### config.mk
export PLATFORM = sky130hd
export DESIGN_NAME = piso_tx_32bit
export DESIGN_NICKNAME = d
export VERILOG_FILES = /design/src/rtl/siso_pkg.sv /design/src/rtl/piso_bit_counter.sv /design/src/rtl/piso_tx_32bit.sv
export SDC_FILE = /design/constraint.sdc
export NUM_CORES = 1
export LEC_CHECK = 0
export BUFFER_PORTS_ARGS = -buffer_cell sky130_fd_sc_hd__buf_2
export CORE_MARGIN = 8
export CORE_UTILIZATION = 55
export DETAILED_ROUTE_END_ITERATION = 10
export PLACE_DENSITY_LB_ADDON = 0.25
export SKIP_CTS_REPAIR_TIMING = 1
export SYNTH_ARGS = -nofsm -noshare
export SYNTH_HDL_FRONTEND = slang
export SYNTH_SLANG_ARGS = --single-unit
### constraint.sdc
create_clock -name clk -period 4.4 [get_ports clk]
set_input_delay 0.88 -clock clk [delete_from_list [all_inputs] [get_ports clk]]
set_output_delay 0.88 -clock clk [all_outputs]
set_load 0.005 [all_outputs]
### src/rtl/siso_pkg.sv
// Shared definitions for the SISO serial link: transmitter FSM states,
// default word width, line levels and the parity helper.
package siso_pkg;

    localparam int   SISO_WORD_W = 32;
    localparam logic LINE_IDLE   = 1'b0;
    localparam logic LINE_START  = 1'b1;

    typedef enum logic [1:0] {
        ST_IDLE  = 2'd0,
        ST_START = 2'd1,
        ST_DATA  = 2'd2,
        ST_PAR   = 2'd3
    } piso_state_t;

    // Even parity over a zero-extended word; the extension bits do not alter the result.
    function automatic logic even_parity32(input logic [31:0] data);
        return ^data;
    endfunction

endpackage

### src/rtl/piso_bit_counter.sv
// Loadable down-counter with a zero flag; holds at zero instead of wrapping.
module piso_bit_counter #(
    parameter int CW = 5
) (
    input  logic          clk,
    input  logic          clear,
    input  logic          load,
    input  logic [CW-1:0] load_val,
    input  logic          dec,
    output logic [CW-1:0] count,
    output logic          zero
);

    logic [CW-1:0] count_r;
    logic          zero_s;

    assign zero_s = (count_r == {CW{1'b0}});

    // Count register: clear, load, or saturating decrement.
    always_ff @(posedge clk) begin
        if (clear) begin
            count_r <= {CW{1'b0}};
        end else if (load) begin
            count_r <= load_val;
        end else if (dec && !zero_s) begin
            count_r <= count_r - CW'(1);
        end else begin
            count_r <= count_r;
        end
    end

    assign count = count_r;
    assign zero  = zero_s;

endmodule

### src/rtl/piso_tx_32bit.sv
// Parallel-in/serial-out frame transmitter: start bit, then the word MSB-first.
// Optional even-parity bit appended when PISO_TX_PARITY_EN is defined.
module piso_tx_32bit
    import siso_pkg::*;
#(
    parameter int WIDTH = SISO_WORD_W
) (
    input  logic             clk,
    input  logic             clear,
    input  logic [WIDTH-1:0] din,
    input  logic             load,
    output logic             ready,
    output logic             so,
    output logic             busy,
    output logic             done
);

    localparam int            CW       = $clog2(WIDTH);
    localparam logic [CW-1:0] CNT_LAST = CW'(WIDTH - 1);
    localparam logic [CW-1:0] CNT_ONE  = CW'(1);

    piso_state_t      state_r;
    piso_state_t      state_nxt_s;
    logic [WIDTH-1:0] shift_r;
    logic             so_r;
    logic             so_nxt_s;
    logic             done_r;
    logic             done_nxt_s;
    logic             accept_s;
    logic             cnt_load_s;
    logic             cnt_dec_s;
    logic             shift_s;
    logic [CW-1:0]    cnt_s;
    logic             cnt_zero_s;
`ifdef PISO_TX_PARITY_EN
    logic             par_r;
`endif

    assign accept_s = (state_r == ST_IDLE) && load && !clear;

    piso_bit_counter #(
        .CW(CW)
    ) u_bit_counter (
        .clk      (clk),
        .clear    (clear),
        .load     (cnt_load_s),
        .load_val (CNT_LAST),
        .dec      (cnt_dec_s),
        .count    (cnt_s),
        .zero     (cnt_zero_s)
    );

    // FSM state register.
    always_ff @(posedge clk) begin
        if (clear) begin
            state_r <= ST_IDLE;
        end else begin
            state_r <= state_nxt_s;
        end
    end

    // FSM next-state logic.
    always_comb begin
        state_nxt_s = state_r;
        case (state_r)
            ST_IDLE: begin
                if (accept_s) begin
                    state_nxt_s = ST_START;
                end else begin
                    state_nxt_s = ST_IDLE;
                end
            end
            ST_START: state_nxt_s = ST_DATA;
            ST_DATA: begin
                if (cnt_zero_s) begin
`ifdef PISO_TX_PARITY_EN
                    state_nxt_s = ST_PAR;
`else
                    state_nxt_s = ST_IDLE;
`endif
                end else begin
                    state_nxt_s = ST_DATA;
                end
            end
`ifdef PISO_TX_PARITY_EN
            ST_PAR:  state_nxt_s = ST_IDLE;
`endif
            default: state_nxt_s = ST_IDLE;
        endcase
    end

    // FSM output logic; so/done are computed one cycle ahead so both leave flops.
    always_comb begin
        cnt_load_s = (state_r == ST_START);
        cnt_dec_s  = (state_r == ST_DATA);
        shift_s    = (state_nxt_s == ST_DATA);
        so_nxt_s   = LINE_IDLE;
        case (state_nxt_s)
            ST_IDLE:  so_nxt_s = LINE_IDLE;
            ST_START: so_nxt_s = LINE_START;
            ST_DATA:  so_nxt_s = shift_r[WIDTH-1];
`ifdef PISO_TX_PARITY_EN
            ST_PAR:   so_nxt_s = par_r;
`endif
            default:  so_nxt_s = LINE_IDLE;
        endcase
`ifdef PISO_TX_PARITY_EN
        done_nxt_s = (state_r == ST_DATA) && (cnt_s == {CW{1'b0}});
`else
        done_nxt_s = (state_r == ST_DATA) && (cnt_s == CNT_ONE);
`endif
    end

    // Shift register and registered serial outputs.
    always_ff @(posedge clk) begin
        if (clear) begin
            shift_r <= {WIDTH{1'b0}};
            so_r    <= 1'b0;
            done_r  <= 1'b0;
        end else begin
            if (accept_s) begin
                shift_r <= din;
            end else if (shift_s) begin
                shift_r <= {shift_r[WIDTH-2:0], 1'b0};
            end else begin
                shift_r <= shift_r;
            end
            so_r   <= so_nxt_s;
            done_r <= done_nxt_s;
        end
    end

`ifdef PISO_TX_PARITY_EN
    // Parity captured with the word so later changes on din cannot affect it.
    always_ff @(posedge clk) begin
        if (clear) begin
            par_r <= 1'b0;
        end else if (accept_s) begin
            par_r <= even_parity32(32'(din));
        end else begin
            par_r <= par_r;
        end
    end
`endif

    assign ready = (state_r == ST_IDLE) && !clear;
    assign busy  = (state_r != ST_IDLE);
    assign so    = so_r;
    assign done  = done_r;

endmodule

Yosys cells after proc, flatten, opt, wreduce, memory -nomap -nowiden --
Cells that the tools add are included.
Operators by class: equal/unequal tests 5, reductions and logical operators 12, multiplexer cells 8, $add $sub $neg 1
Operators by type and width (number):
- 2-to-1 mux 32 bit | 2
- 2-to-1 mux 5 bit | 2
- case mux 2 bit (3 select lines) | 1
- nonzero test 2 bit | 3
- == test 5 x 1 -> 1 bit, second input constant | 1
- logical AND 1 bit | 5
- logical NOT 5 bit | 1
- subtractor 5 x 1 -> 5 bit, second input constant | 1
- == test 2 x 1 -> 1 bit, second input constant | 2
- == test 2 bit, second input constant | 2
- logical NOT 1 bit | 2
- logical NOT 2 bit | 1
- 2-to-1 mux 2 bit | 1
- case mux 1 bit (2 select lines) | 1
- 2-to-1 mux 1 bit | 1
Storage, ports and cells: logic and storage cells 31, input bits 35, register bits 41

Longest topological paths before layout --
depth in word-level cells 8, gate-level depth with buffers 10

Modules after synthesis --
A second synthesis with hierarchy kept.
Second synthesis, totals: cells, all modules 213, area total of the unflattened synthesis 2278.4 um^2
Modules (own cells, without submodules):
- piso_tx_32bit | times used 1, cells each 176, area an instance 1951.9 um^2, sequential area each 720.7 um^2
- piso_bit_counter | times used 1, cells each 37, area an instance 326.6 um^2, sequential area each 100.1 um^2

Worst setup path after synthesis --
No wires, ideal clock.
path kind in2reg, from input port clear, to register shift_r[12], library setup time 81 ps, arrival 2695 ps, slack 1624 ps, stages on the path 9, path buffers 5, data required time 4319 ps, cell sequence clkbuf_1 or4b_4 buf_6 buf_6 ha_1 clkbuf_1 buf_2 mux2i_1 a211oi_2
On the way: longest elaborated chain between the ends 6
RTL lines:
- from (decl) | RTL line piso_tx_32bit.sv:9 | input logic clear,
- logical NOT 1 bit | RTL line piso_tx_32bit.sv:39 | assign accept_s = (state_r == ST_IDLE) && load && !clear;
- logical AND 1 bit | RTL line piso_tx_32bit.sv:39
- 2-to-1 mux 1 bit | RTL line piso_tx_32bit.sv:67 | if (accept_s) begin
- case mux 2 bit (3 select lines) | RTL line piso_tx_32bit.sv:65 | case (state_r)
- == test 2 bit | RTL line piso_tx_32bit.sv:96 | shift_s = (state_nxt_s == ST_DATA);
- nonzero test 2 bit (no line)
- to (signal assigned) | RTL line piso_tx_32bit.sv:117 | shift_r <= {WIDTH{1'b0}};
- to (signal assigned) | RTL line piso_tx_32bit.sv:122 | shift_r <= din;
- to (signal assigned) | RTL line piso_tx_32bit.sv:124 | shift_r <= {shift_r[WIDTH-2:0], 1'b0};
- to (decl) | RTL line piso_tx_32bit.sv:24 | logic [WIDTH-1:0] shift_r;
Several ways; a longest one is shown, not always the timed one. A chain may end at the register's enable or synchronous reset.

Worst setup path in the final report --
from input port clear, to output port ready
On the way: longest elaborated chain between the ends 2
RTL lines:
- logical NOT 1 bit | RTL line piso_tx_32bit.sv:146 | assign ready = (state_r == ST_IDLE) && !clear;
- logical AND 1 bit | RTL line piso_tx_32bit.sv:146
- to (decl) | RTL line piso_tx_32bit.sv:12 | output logic ready,
Every way passes these cells.

==> run metrics <==
# fillers=329; leading cell type in the layout, fill and taps excluded=dfxtp_1; Crit Path Class=primary input to output port; Tmin final=2590 ps; initial antenna violation count=0; IO Pins=39; I/O Buffers=38; P_leak=0.000883 uW; crit share post-route=0.588; RSZ-0062 raised after global routing=no; Power Density=372 nW/um^2; Residual DRC=0; cell area after placement=2180 um^2; H-tree depth=2; post-synth cell types=26; Initial Util=0.561; vias in the first global route=1,486; Placer Congestion=0.706; Power, Total=842 uW; # diodes=0; DRT Wirelength=3640 um; HP Class=flip-flop to flip-flop; Die H=76.4 um; post-synthesis sequential area ratio=0.409; worst-margin pin slew=979 ps; drt wl/cell=13.3 um; status=finished clean; crit path max fanout=41; pin count of the biggest net entering global routing=51; Clock Sinks=41; Post-Syn Instances=194; yosys warns=0; Final Hold Vio Count=0; core area=3580 um^2; latest clock arrival within the worst-skew pair=340 ps; startpoint class of the critical path=primary input; Final Slew Violations=0; Die Area=5840 um^2; top cell type by total area after synthesis=dfxtp_1; Syn Area/Cell=10.3 um^2; clock slew at reported path FFs=110 ps; via count=1,450; Detailed Place HPWL=2460 um; initial DRC count=85; maximum clock path buffer count=2; worst clock skew=6.24 ps; Antenna Violating Nets Remaining=0; Data arrival, critical path=1710 ps; post-synth top area share=0.409; MaxCap Viol Count=0; layout cells sized above 1=0.350; Synth area leaders=dfxtp_1 (41%), a211oi_2 (17%), mux2i_1 (15%), nor2_1 (6.7%), a211oi_1 (3.0%); Peak VDD IR=0.200 mV; Setup TNS=0 ps; most frequent cells in the layout=dfxtp_1 (41), buf_2 (38), nor2_1 (36); Reg area=821 um^2; vias per std cell=5.29; first-pass detailed-route iteration total=4; root buffer cell=clkbuf_4; first-pass GRT wire length=6440 um; Synth Net Count=233; post-route cell area=2260 um^2; Slew headroom=0.347; Die Wd=76.4 um; Placement Rows=22; Setup Viol. Count Final=0; nets@finish=264; Setup crit end kind=output port; Synth Register Bits=41; CTS tree=done; All-Layer GR Usage=0.129; fmax=387 MHz; grt ovf=0; multi-input logic area=1070 um^2; mapped cell area=2010 um^2; Critical Path RT=3520 ps; cts bufs inserted=5; Layout area overhead=12.8%
==> metal layers <==
| layer | vias up | share of wire | track usage |
|---|---|---|---|
| met4 | 0 | 0.0082 | 0.0519 |
| li1 | 755 | - | - |
| met3 | 4 | 0.048 | 0.0354 |
| met5 | - | 0 | 0 |
| met1 | 661 | 0.48 | 0.149 |
| met2 | 30 | 0.46 | 0.218 |
==> synthesized netlist by cell type (all sizes together) <==
cell type	instances
or2	1
nand4b	1
nand3b	1
buf	9
nand2	3
dfxtp	41
a211oi	36
o21ai	1
nand2b	1
nor2b	2
and2	1
or4b	2
nor4b	1
nor2	36
ha	4
a31oi	1
clkbuf	7
a21oi	3
nor3	3
inv	5
mux2i	31
a2111oi	1
o21bai	1
and3	2
==> report_power, final <==
| part | switching, uW | internal, uW |
|---|---|---|
| logic | 83.1 | 80.0 |
| clock network | 117 | 136 |
| registers | 21.7 | 405 |
==> metrics by stage <==
stage | instances | util | hold WS (ps) | setup WS, ps
5_1_grt | 274 | 0.633 | 548 | 1650
2_1_floorplan | 194 | - | 463 | 1620
3_3_place_gp | 266 | 0.609 | 486 | 1670
6_report | 274 | 0.633 | 522 | 1810
3_5_place_dp | 266 | 0.609 | 496 | 1640
4_1_cts | 274 | 0.633 | 515 | 1810
==> worst paths after layout <==
kind                          start    endpoint  slack (ps)  depth (start not counted)
max                           clear       ready        1810                          4
min                      shift_r[0]  shift_r[0]         520                          2
max reg2reg  u_bit_counter.count[0]  shift_r[7]        1850                          8
min reg2reg              shift_r[0]  shift_r[0]         520                          2
==> flip-flops by register name, indices dropped and copies added, names as in the netlist <==
name,cells
so,1
shift_r,32
u_bit_counter.count,5
state_r,2
done,1
==> cells by family after synthesis <==
group / count (synthesis) / synth area share
mux: 31 / 0.155
compound gates: 43 / 0.226
flops: 41 / 0.409
buf+inv: 21 / 0.0574
fa+ha+maj: 4 / 0.0249
simple gates: 54 / 0.128
==> cell type report <==
type	count	area share
Multi-Input combinational cell	132	0.474
Sequential cell	41	0.363
Timing Repair Buffer	40	0.0907
Tap cell	48	0.0265
Clock buffer	7	0.0243
Clock inverter	1	0.0133
Inverter	5	0.00829
==> worst max-delay path, cell delays in order <==
cell and delay (ps):
buf_2 90, buf_4 470, nor2_1 90, buf_2 150
No activity file was read; power rests on OpenSTA's default activity.
